## src/rtl/dac_stream_out_if.sv

```systemverilog
// Sample-frame stream handshake carrying one multi-channel frame per transfer.
interface dac_stream_out_if #(
    parameter int WIDTH = 16
) ();
    logic [WIDTH-1:0] s_data;
    logic             s_valid;
    logic             s_ready;

    modport master (output s_data, output s_valid, input s_ready);
    modport slave  (input s_data, input s_valid, output s_ready);
endinterface

```

## src/rtl/dac_stream_out.sv

```systemverilog
// Frame FIFO feeding a parallel DAC; a divided sample clock pops one frame per
// period and drives registered data that is stable through the high phase.
module dac_stream_out #(
    parameter int CHANNELS = 2,
    parameter int DATA_W   = 8,
    parameter int DEPTH    = 16,
    parameter int DIV      = 8
) (
    input  logic                           clk80,
    input  logic                           rst_n,
    dac_stream_out_if.slave                s,
    input  logic                           enable,
    input  logic                           fmt_twos,
    input  logic                           hold_mode,
    input  logic                           underrun_clr,
    output logic                           dac_clk,
    output logic [CHANNELS*DATA_W-1:0]     dac_data,
    output logic                           underrun,
    output logic [$clog2(DEPTH):0]         fill
);
    localparam int FRAME_W = CHANNELS * DATA_W;
    localparam int PTR_W   = $clog2(DEPTH);
    localparam int FILL_W  = PTR_W + 1;
    localparam int CNT_W   = $clog2(DIV);

    function automatic logic [FRAME_W-1:0] msb_mask();
        logic [FRAME_W-1:0] m;
        m = '0;
        for (int unsigned c = 0; c < CHANNELS; c++) begin
            m[c*DATA_W + DATA_W - 1] = 1'b1;
        end
        return m;
    endfunction

    // Midscale and the two's-complement conversion mask are the same pattern.
    localparam logic [FRAME_W-1:0] MIDSCALE = msb_mask();

    logic [FRAME_W-1:0] mem [DEPTH];
    logic [PTR_W-1:0]   wr_ptr;
    logic [PTR_W-1:0]   rd_ptr;
    logic [CNT_W-1:0]   cnt;
    logic [CNT_W-1:0]   cnt_next;
    logic               tick;
    logic               fifo_empty;
    logic               push;
    logic               pop;

    assign s.s_ready  = rst_n && (fill < FILL_W'(DEPTH));
    assign fifo_empty = (fill == '0);
    assign tick       = enable && (cnt == CNT_W'(DIV - 1));
    assign push       = s.s_valid && s.s_ready;
    assign pop        = tick && !fifo_empty;

    always_comb begin
        cnt_next = '0;
        if (enable && !tick) begin
            cnt_next = cnt + 1'b1;
        end
    end

    always_ff @(posedge clk80) begin
        if (push) begin
            mem[wr_ptr] <= s.s_data;
        end
    end

    always_ff @(posedge clk80) begin
        if (!rst_n) begin
            wr_ptr   <= '0;
            rd_ptr   <= '0;
            fill     <= '0;
            cnt      <= '0;
            dac_clk  <= 1'b0;
            dac_data <= MIDSCALE;
            underrun <= 1'b0;
        end else begin
            if (push) begin
                wr_ptr <= wr_ptr + 1'b1;
            end
            if (pop) begin
                rd_ptr <= rd_ptr + 1'b1;
            end
            if (push && !pop) begin
                fill <= fill + 1'b1;
            end else if (pop && !push) begin
                fill <= fill - 1'b1;
            end

            cnt     <= cnt_next;
            // Registered from the next count so dac_clk tracks the upper half exactly.
            dac_clk <= (cnt_next >= CNT_W'(DIV / 2));

            if (pop) begin
                dac_data <= mem[rd_ptr] ^ (fmt_twos ? MIDSCALE : '0);
            end else if (tick && !hold_mode) begin
                dac_data <= MIDSCALE;
            end

            if (tick && fifo_empty) begin
                underrun <= 1'b1;
            end else if (underrun_clr) begin
                underrun <= 1'b0;
            end
        end
    end
endmodule
```

## src/flat_wrapper.sv

```systemverilog
// flat-port wrapper written by rule: the top's interface ports become plain ports
module dac_stream_out_flat 
#(
    parameter int CHANNELS = 2,
    parameter int DATA_W   = 8,
    parameter int DEPTH    = 16,
    parameter int DIV      = 8
)
  (clk80, rst_n, enable, fmt_twos, hold_mode, underrun_clr, dac_clk, dac_data, underrun, fill, s_s_data, s_s_valid, s_s_ready);
  dac_stream_out_if s_i ();
  input  logic clk80;
  input  logic rst_n;
  input  logic enable;
  input  logic fmt_twos;
  input  logic hold_mode;
  input  logic underrun_clr;
  output logic dac_clk;
  output logic [CHANNELS*DATA_W-1:0] dac_data;
  output logic underrun;
  output logic [$clog2(DEPTH):0] fill;
  input wire logic [$bits(s_i.s_data)-1:0] s_s_data;
  input wire logic [$bits(s_i.s_valid)-1:0] s_s_valid;
  output wire logic [$bits(s_i.s_ready)-1:0] s_s_ready;
  assign s_i.s_data = s_s_data;
  assign s_i.s_valid = s_s_valid;
  assign s_s_ready = s_i.s_ready;
  dac_stream_out #(.CHANNELS(CHANNELS), .DATA_W(DATA_W), .DEPTH(DEPTH), .DIV(DIV)) u_core (.clk80(clk80), .rst_n(rst_n), .s(s_i), .enable(enable), .fmt_twos(fmt_twos), .hold_mode(hold_mode), .underrun_clr(underrun_clr), .dac_clk(dac_clk), .dac_data(dac_data), .underrun(underrun), .fill(fill));
endmodule
```

## config.mk

```make
export PLATFORM = sky130hd
export DESIGN_NAME = dac_stream_out_flat
export DESIGN_NICKNAME = d
export VERILOG_FILES = /design/src/rtl/dac_stream_out_if.sv /design/src/rtl/dac_stream_out.sv /design/src/flat_wrapper.sv
export SDC_FILE = /design/constraint.sdc
export NUM_CORES = 1
export LEC_CHECK = 0
export BUFFER_PORTS_ARGS = -buffer_cell sky130_fd_sc_hd__buf_2
export CORE_ASPECT_RATIO = 1.2
export CORE_MARGIN = 3
export CORE_UTILIZATION = 40
export CTS_BUF_LIST = sky130_fd_sc_hd__clkbuf_8
export CTS_CLUSTER_DIAMETER = 30
export DETAILED_ROUTE_END_ITERATION = 12
export PLACE_DENSITY_LB_ADDON = 0.08
export SLEW_MARGIN = 25
export SYNTH_ARGS = -nofsm -noshare
export SYNTH_HDL_FRONTEND = slang
export SYNTH_SLANG_ARGS = --single-unit
```

## constraint.sdc

```tcl
create_clock -name clk80 -period 4.9 [get_ports clk80]
set_clock_uncertainty 0.2 [all_clocks]
set_input_delay 1.225 -clock clk80 [delete_from_list [all_inputs] [get_ports clk80]]
set_output_delay 1.225 -clock clk80 [all_outputs]
set_load 0.01 [all_outputs]
```

Word-level counts from Yosys, hierarchy flattened
Memory sizes are Yosys's and may differ from the RTL's. A register that Yosys moved wholly into a read port is not among the register bits.
Cells that the tools add are included.
{ "op_classes": {"add_sub_neg": 5, "n_reduce_logical": 18, "n_mux": 12, "n_lt_le_gt_ge": 2, "n_bitwise": 1, "eq_ne": 1} }
{ "ops": {"columns": ["op", "n"], "rows": [
  ["16-bit two-way mux", 3],
  ["16-bit XOR", 1],
  ["5-bit two-way mux", 2],
  ["1-bit logical AND", 9],
  ["4-bit by 1-bit adder with 4-bit output, second input constant", 2],
  ["4-bit two-way mux", 2],
  ["2-bit nonzero test", 3],
  ["5-bit by 1-bit adder with 5-bit output, second input constant", 1],
  ["1-bit logical NOT", 5],
  ["5-bit logical NOT", 1],
  ["5-bit < comparator, second input constant", 1],
  ["5-bit by 1-bit subtractor with 5-bit output, second input constant", 1],
  ["1-bit two-way mux", 4],
  ["3-bit by 1-bit adder with 3-bit output, second input constant", 1],
  ["3-bit equality test, second input constant", 1],
  ["3-bit greater-or-equal comparator, second input constant", 1],
  ["3-bit two-way mux", 1]
]} }
{ "totals": {"n_memories": 1, "register_bits": 34, "input_bits": 23, "ramBits": 256, "output_inout_bits": 24} }
{ "memory_table": {"columns": ["memory", "depth", "width", "rd", "rd_clocked_by_memory_dff", "wr", "line", "source"], "rows": [
  ["u_core.mem", 16, 16, 1, 1, 1, "dac_stream_out.sv:38", "logic [FRAME_W-1:0] mem [DEPTH];"]
]} }

Longest topological paths before layout
Gate-level depths: netlist of the first run.
{ "logic_depth": {"ltp_word": 7, "depth_mapped": 12, "depth_no_buf": 11} }

Least setup slack after synthesis of the first run
OpenSTA, ideal clock, no wires.
{ "synth_path": {"kind": "input to register", "start": "input rst_n", "end": "memory u_core.mem[3][0] in the netlist's numbering, enable pin", "setup_slack_ps": 946, "arrival_time_ps": 3345, "path_buffers": 2, "setup_time_ps": 409, "path_stages": 6, "cell_sequence": "clkbuf_1 nor2b_1 and2_1 buf_2 nand2_1 nor3_1"} }
{ "synth_via": {"elab_chain_cells": 4} }
{ "synth_lines": {"columns": ["element", "line", "source"], "rows": [
  ["start: declaration", "flat_wrapper.sv:12", "input logic rst_n;"],
  ["1-bit logical AND", "dac_stream_out.sv:48", "assign s.s_ready = rst_n && (fill < FILL_W'(DEPTH));"],
  ["named net s_s_ready", "flat_wrapper.sv:23", "output wire logic [$bits(s_i.s_ready)-1:0] s_s_ready;"],
  ["1-bit logical AND", "dac_stream_out.sv:51", "assign push = s.s_valid && s.s_ready;"],
  ["named net u_core.push", "dac_stream_out.sv:45", "logic push;"],
  ["1-bit two-way mux", "dac_stream_out.sv:62", "if (push) begin"],
  ["1-bit two-way mux (not written as such)", "dac_stream_out.sv:63", "mem[wr_ptr] <= s.s_data;"],
  ["end: declaration", "dac_stream_out.sv:38", null]
]} }
The timed path passes the listed nets, and every way through them passes these cells.

Worst setup path after layout of the first run
{ "layout_path": {"start": "input rst_n", "end": "register u_core.fill[4]"} }
{ "layout_via": {"elab_chain_cells": 5, "word_cells_on_any_way": 7, "cone_classes": "mux (1); reduce/logical (6)"} }
{ "layout_lines": {"columns": ["element", "line", "source"], "rows": [
  ["1-bit logical AND", "dac_stream_out.sv:48", null],
  ["1-bit logical AND", "dac_stream_out.sv:51", null],
  ["1-bit logical NOT", "dac_stream_out.sv:85", "end else if (pop && !push) begin"],
  ["1-bit logical AND", "dac_stream_out.sv:85", null],
  ["2-bit nonzero test (no source line)", null, null],
  ["end signal: assignment", "dac_stream_out.sv:84", "fill <= fill + 1'b1;"],
  ["end signal: assignment", "dac_stream_out.sv:86", "fill <= fill - 1'b1;"],
  ["end: declaration", "dac_stream_out.sv:19", "output logic [$clog2(DEPTH):0] fill"]
]} }
Parallel ways exist; a longest one is shown, timed or not.
A chain may end at the register's enable or synchronous reset.

==> results of run 1 <==
[cell usage after synthesis (all sizes together)]
library cell and n:
nor3 5, and4 1, ha 11, fa 1, mux4 65, and2 15
nor2 13, dfxtp 37, nand2 15, inv 8, edfxtp 256, nand4 2
buf 20, a21o 1, o21bai 1, a22o 14, nor4 1, mux2i 18
a211oi 14, and3 1, or3 1, o22ai 1, mux2 1, clkbuf 12
xor2 2, nand2b 2, a21oi 17, xnor2 8, o21ai 7, nor2b 18
a21boi 1, a22oi 1, nand3 2
[layout by cell type, fill, tap and decap left out, types with 4 or more instances in the layout]
cell	count
edfxtp_1	256
a22o_1	14
a211oi_1	13
clkinv_1	6
buf_2	46
clkbuf_8	58
clkinvlp_4	4
a21oi_1	17
bufinv_16	8
o21ai_0	6
nor2_2	12
mux2i_1	18
xnor2_1	8
nor2b_1	18
and2_1	15
nor3_2	4
dfxtp_1	34
buf_4	21
inv_1	22
ha_1	11
mux4_2	63
nand2_1	15
clkinv_2	9
[worst min path at each step]
stage	slack [ns]	cells after the start	startpoint	to
after CTS	0.23	1	u_core.cnt[0]	u_core.cnt[0]
after detailed placement	0.23	1	u_core.cnt[0]	u_core.cnt[0]
after floorplan	0.20	1	u_core.cnt[0]	u_core.cnt[0]
after global routing	0.26	1	u_core.cnt[0]	u_core.cnt[0]
final	0.23	1	u_core.cnt[0]	u_core.cnt[0]
after global placement	0.22	1	u_core.cnt[0]	u_core.cnt[0]
[flip-flops by register name (all words and copies together), names as in the netlist, named ones only]
signal	flops
u_core.cnt	3
u_core.dac_data	16
u_core.fill	5
u_core.mem	256
u_core.rd_ptr	4
u_core.underrun	1
u_core.wr_ptr	4
[kinds of logic (layout without fill, tap and decap cells)]
| logic type | count (synthesis) | count (layout) |
|---|---|---|
| flip-flops | 293 | 293 |
| multiplexers | 84 | 84 |
| AND/OR/NAND/NOR | 76 | 76 |
| AO/OA/AOI/OAI | 57 | 57 |
| buffers and inverters | 40 | 177 |
| adder cells (fa/ha/maj) | 12 | 12 |
| XOR/XNOR | 10 | 10 |
[critical path, delay by kind of cell]
family / cells / cell delay (ns)
buf+inv: 2 / 0.37
simple gates: 3 / 0.70
mux: 1 / 0.35
fa+ha+maj: 2 / 0.58
compound gates: 3 / 0.45
[through the flow]
step,std cells,power (mW)
3_5_place_dp,982,2.96
2_1_floorplan,572,2.88
6_report,1083,5.45
5_1_grt,1083,5.66
4_1_cts,1083,5.52
3_3_place_gp,982,2.95
[metal layers]
layer / part of all wire / wire length [um] / track usage
met3: 0.049 / 1240 / 0.0308
met1: 0.43 / 10700 / 0.222
met5: 0 / 0 / 0
met4: 0.021 / 525 / 0.0514
met2: 0.50 / 12700 / 0.288
[power groups by stage]
stage / logic [mW] / clock network [mW] / registers, mW
after floorplan: 0.0806 / 0 / 2.80
after global routing: 0.177 / 2.73 / 2.75
after CTS: 0.162 / 2.61 / 2.75
after detailed placement: 0.161 / 0 / 2.80
final: 0.157 / 2.54 / 2.75
after global placement: 0.156 / 0 / 2.80
[area by class of cell]
type	instances	area, um^2
fillers	2304	14200
clock buffers	58	798
repair buffers	68	408
clock inverters	43	408
multi-input cells	239	2750
inverters	8	30.0
flip-flops and latches	293	8430
well taps	374	468
==> metrics.md, run 1 <==
| Metric | Value |
|---|---|
| GR Util All Layers | `0.168` |
| Crit end category | `flop` |
| Yosys warning count | `0` |
| Avg Inst Size Synth | `19.9 um^2` |
| Final core utilization | `0.484` |
| Arrival @ worst endpoint | `about 3.7 ns` |
| Antenna violations before repair | `0` |
| Reg2reg start | `u_core.fill[1]` |
| Simple-gate share of the synthesized area | `0.0352` |
| Post-synthesis sequential area ratio | `0.742` |
| CTS tree | `done` |
| Wire per inst | `23.3 um` |
| DP Area | `approximately 12000 um^2` |
| Fmax | `~0.3 GHz` |
| Core Area | `27500 um^2` |
| Final slew viol count | `0` |
| Drt first pass iters | `4` |
| Number of port buffers | `46` |
| DP Worst Slack | `approximately 0.92 ns` |
| R2R depth | `11` |
| Hold Vio Cnt, Final | `0` |
| Hold_buf cts | `0` |
| Netlist cell types | `40` |
| Psw | `around 1.1 mW` |
| Die H | `191 um` |
| Clock buffer depth | `3` |
| Crit path largest cell delay | `around 0.35 ns` |
| Synthesized flop and latch total | `approximately 300` |
| # clock sinks | `approximately 290` |
| Seq pwr share | `0.504` |
| Slew margin rel. | `0.420` |
| DR DRC count | `0` |
| Crit-path cells | `buf_2, nor2b_1, and2_1, ha_1, inv_1, ha_1, nor2b_1, o21ai_0, a21oi_1, o21bai_1, mux2_2` |
| Final Cell Area | `around 13000 um^2` |
| Synth Cell Area | `around 11000 um^2` |
| Clock Power Share | `0.467` |
| RSZ-0062 raised after global routing | `no` |
| H-tree lvl count | `2` |
| CTS clk-pin slew, worst paths | `0.06 ns` |
| Largest area contributor in the netlist | `edfxtp_1` |
| Slowest-stage cell, CP | `mux2_2` |
| Post-CTS Setup Repair Bufs | `0` |
| Worst setup path start | `rst_n` |
| Vias per cell | `a little over 5` |
| Pin count of the biggest net entering global routing | `43` |
| Hold WC Path Type | `reg2reg` |
| Vias in the first global route | `slightly above 6000` |
| Final net count | `700` |
| Detailed Route WL | `25200 um` |
| Layout cells sized above 1 | `0.331` |
| Final setup viols | `0` |
| Mapped Cells | `approximately 570` |
| Pint | `around 4.3 mW` |
| Main combinational cell family by area after synthesis | `multiplexers` |
| Outcome | `completed` |
| CP endpoint | `u_core.fill[4]` |
| Multiplexer share of the synthesized area | `0.146` |
| Post-DP HPWL | `14600 um` |
| Diodes inserted | `0` |
| Setup TNS | `0 ns` |
| Hold Slack | `roughly 0.23 ns` |
| Post-synthesis xor/xnor area fraction | `0.00771` |
| DR vias | `approximately 5600` |
| Switching share of total power | `0.207` |
| Root buffer cell | `clkbuf_8` |
| Initial core utilization | `0.413` |
| Internal reg-to-reg setup slack | `1.86 ns` |
| Area Growth Syn to Fin | `17.1%` |
| CP Class | `in2reg` |
| Max cap viols | `0` |
| Setup slack after layout | `1.48 ns` |
| Worst-Margin Slew | `0.870 ns` |
| R2r endpoint | `u_core.fill[4]` |
| CTS buffer count | `between 50 and 60` |
| VDD IR-drop max | `~190 uV` |
| Synth Area in Compound Gates | `0.0343` |
| Total grt overflow | `0` |
| Synth Area in Adders | `0.0139` |
| Share of the synthesized area in the top cell type | `0.677` |
| Die Wd | `about 160 um` |
| Final min period | `3.42 ns` |
| Skew-Pair Late Insertion Delay | `~0.56 ns` |
| Global-route wire length before repair | `~38000 um` |
| Die area | `between 30000 and 40000 um^2` |
| Initial DRC count | `slightly below 400` |
| Worst EP required | `around 5 ns` |
| Post-cts repair resize count | `0` |
| Synth top area cells | `edfxtp_1, mux4_2, dfxtp_1` |
| Synthesized net count | `approximately 600` |
| Critical path peak fanout | `20` |
| Antenna Nets Post-Route | `0` |
| Power per Cell Area | `a little over 400 nW/um^2` |
| Combinational Power Share | `0.029` |
| Placer Congestion | `roughly 0.70` |
| Leak Pwr | `between 4 and 5 nW` |
| Worst setup SP type | `primary input` |
| Period utilization | `0.699` |
| Row Count | `66` |
| I/O pin total | `between 40 and 50` |
Power figures use the tool's default switching activity.
==> run 2: changes to the inputs <==
- ABC_AREA: default -> 1
- clock period: 4.9 -> 3.4 ns (I/O delays scaled with it)
==> metrics.md, run 2 <==
| Metric | Value |
|---|---|
| Placer Congestion | `0.847 (+21%)` |
| Setup slack after layout | `0.744 ns (-0.733 ns)` |
| Reg2reg start | `u_core.cnt[0]` |
| GR Util All Layers | `0.199 (+0.0302)` |
| Netlist cell types | `29 (-28%)` |
| Vias in the first global route | `8050 (+31%)` |
| Final setup viols | `0 (unchanged)` |
| CTS tree | `done` |
| Top Registers | `u_core.mem: 256 flops, u_core.dac_data: 16 flops, u_core.fill: 5 flops` |
| Combinational Power Share | `0.025 (-0.004)` |
| Critical path peak fanout | `5 (-75%)` |
| Final slew viol count | `0 (unchanged)` |
| Final min period | `~2.7 ns` |
| Final core utilization | `0.481 (-0.00241)` |
| Number of flip-flops in the largest register | `256 (unchanged)` |
| Skew-Pair Late Insertion Delay | `0.60 ns (+0.04 ns)` |
| Synthesized net count | `1083 (+78%)` |
| Synthesized flop and latch total | `293 (unchanged)` |
| Pin count of the biggest net entering global routing | `64 (+49%)` |
| Period utilization | `0.781` |
| CP Class | `reg2reg` |
| Fmax | `about 0.38 GHz` |
| Post-cts repair resize count | `0 (unchanged)` |
| Synth top area cells | `edfxtp_1, nor2_1, dfxtp_1` |
| Yosys warning count | `0 (unchanged)` |
| Post-DP HPWL | `18600 um (+27%)` |
| Diodes inserted | `0 (unchanged)` |
| DR DRC count | `0 (unchanged)` |
| R2r endpoint | `u_core.fill[4]` |
| Top reg by flops | `u_core.mem` |
| DP Worst Slack | `0.341 ns (-0.579 ns)` |
| Antenna violations before repair | `1 (+1)` |
| Final net count | `1174 (+68%)` |
| Worst Hold End | `u_core.cnt[0]` |
| Max cap viols | `0 (unchanged)` |
| Layout cells sized above 1 | `0.170 (-0.162)` |
| CTS clk-pin slew, worst paths | `0.06 ns (about the same)` |
| Psw | `1.71 mW (+51%)` |
| Worst setup SP type | `flop` |
| Wire per inst | `19.9 um (-15%)` |
| Pint | `6.06 mW (+40%)` |
| Crit end category | `flop` |
| Final Cell Area | `14000 um^2 (+5.3%)` |
| Inst Count DP | `1465 (+49%)` |
| Post-synthesis sequential area ratio | `0.706 (-0.0363)` |
| Count leader, synth | `edfxtp_1` |
| Die area | `32000 um^2 (+5.0%)` |
| VDD IR-drop max | `291 uV (+55%)` |
| Worst hold path startpoint | `u_core.cnt[0]` |
| Power per Cell Area | `555 nW/um^2 (+35%)` |
| Drt first pass iters | `5 (+1)` |
| Synth cell count leaders | `edfxtp_1, nor2_1, nand2_1` |
| Outcome | `completed` |
| Most frequent cells in the layout | `edfxtp_1, nor2_1, nand2_1` |
| Total grt overflow | `0 (unchanged)` |
| Clock buffer depth | `3 (unchanged)` |
| Die Wd | `164 um (+2.4%)` |
| Most common cell after layout, fill and taps aside | `edfxtp_1` |
| Main synth FF type | `edfxtp_1` |
| DR vias | `7924 (+41%)` |
| CTS buffer count | `57 (+3.6%)` |
| Initial core utilization | `0.410 (-0.00265)` |
| Vias per cell | `5.05 (-2.5%)` |
| Setup TNS | `0 ns (unchanged)` |
| DP Area | `12800 um^2 (+5.8%)` |
| Die H | `195 um (+2.5%)` |
| Switching share of total power | `0.220 (+0.0124)` |
| Avg Inst Size Synth | `11.4 um^2 (-43%)` |
| Post-CTS Setup Repair Bufs | `0 (unchanged)` |
| EDFF count, synth | `256 (unchanged)` |
| Internal reg-to-reg setup slack | `0.74 ns (-1.12 ns)` |
| Leak Pwr | `5.13 nW (+17%)` |
| Worst-Margin Slew | `0.786 ns (-0.0836 ns)` |
| Layout Cells excl Fill | `1568 (+45%)` |
| Core Area | `29100 um^2 (+5.8%)` |
| Antenna Nets Post-Route | `0 (unchanged)` |
| RSZ-0062 raised after global routing | `no` |
| Number of port buffers | `46 (unchanged)` |
| Async set-or-reset flop fraction in the synthesized netlist | `0 (unchanged)` |
| Area Growth Syn to Fin | `17.3%` |
| Arrival @ worst endpoint | `2.93 ns (-0.74 ns)` |
| Synth Cell Area | `11900 um^2 (+5.1%)` |
| Row Count | `68 (+3.0%)` |
| Mapped Cells | `1048 (+83%)` |
| Share of the synthesized area in the top cell type | `0.644 (-0.0331)` |
| Clock Power Share | `0.467 (about the same)` |
| Hold_buf cts | `0 (unchanged)` |
| Hold WC Path Type | `reg2reg` |
| Root buffer cell | `clkbuf_8` |
| Hold Path Depth | `1 (unchanged)` |
| Seq pwr share | `0.508 (+0.004)` |
| Largest area contributor in the netlist | `edfxtp_1` |
| Worst EP required | `3.68 ns (-1.46 ns)` |
| H-tree lvl count | `2 (unchanged)` |
| R2R depth | `15 (+4)` |
| Slew margin rel. | `0.475 (+0.0552)` |
| Hold Vio Cnt, Final | `0 (unchanged)` |
| # clock sinks | `293 (unchanged)` |
| Global-route wire length before repair | `47700 um (+25%)` |
| Detailed Route WL | `31200 um (+24%)` |
| Design Power | `7.77 mW (+43%)` |
| Hold Slack | `0.220 ns (-0.00792 ns)` |
| I/O pin total | `47 (unchanged)` |
| Initial DRC count | `478 (+23%)` |
[run 2: changes by cell type after synthesis, moves of 13 or more]
cell / before / now
nand3_1: 2 / 73
mux4_2: 63 / 0
nand2_1: 15 / 153
nor2_1: 13 / 203
inv_1: 8 / 66
clkbuf_1: 12 / 25
mux2i_1: 18 / 0
nor2b_1: 18 / 0
and2_1: 15 / 0
o21ai_1: 1 / 33
a22o_1: 14 / 0
o211ai_1: 0 / 38
o21ai_0: 6 / 76
[run 2: logic make-up (layout without fill, tap and decap cells)]
kind of cell | after synthesis | count (layout) | share of synthesized area
simple gates | 437 | 437 | 0.147
fa+ha+maj | 12 | 12 | 0.0132
compound gates | 178 | 178 | 0.0831
buf+inv | 126 | 261 | 0.0495
xor+xnor | 2 | 2 | 0.00147
flops | 293 | 293 | 0.706
[run 2: critical path, cell delays in order (launching register included)]
cell     delay, ns
dfxtp_1       0.31
ha_1          0.19
ha_1          0.18
nand2_1       0.12
inv_1         0.06
nand2_2       0.12
ha_1          0.25
inv_1         0.10
ha_1          0.34
nand2_1       0.08
nand2_1       0.04
a21oi_1       0.15
nor2_1        0.06
nor2_1        0.12
nand3_1       0.07
nor3b_1       0.13
[run 2: per-layer routing]
layer,part of all wire,GRT usage,vias up,wire (um)
met4,0.033,0.0783,2,1040
met1,0.43,0.256,3828,13500
li1,-,-,3818,-
met2,0.49,0.332,209,15200
met5,0.00022,0,-,7
met3,0.045,0.0365,67,1390
[run 2: final cells by class]
class,count,area (um^2)
clock buffers,61,840
clock inverters,42,364
fillers,2703,15100
inverters,70,265
multi-input cells,629,2960
flip-flops and latches,293,8430
well taps,385,482
repair buffers,88,658
[run 2: how the worst max path moves through the flow]
stage / startpoint / endpoint / cells past startpoint
5_1_grt: u_core.cnt[0] / u_core.fill[4] / 15
6_report: u_core.cnt[0] / u_core.fill[4] / 15
3_3_place_gp: rst_n / u_core.fill[4] / 15
3_5_place_dp: rst_n / u_core.fill[4] / 15
2_1_floorplan: rst_n / u_core.fill[4] / 14
4_1_cts: u_core.cnt[0] / u_core.fill[4] / 15
[run 2: power by group through the flow]
stage / clock network (mW) / logic, mW / registers [mW]
global placement: 0 / 0.200 / 4.02
floorplan: 0 / 0.0852 / 4.03
finish: 3.63 / 0.197 / 3.95
detailed placement: 0 / 0.202 / 4.02
global route: 3.86 / 0.227 / 3.95
CTS: 3.70 / 0.202 / 3.95
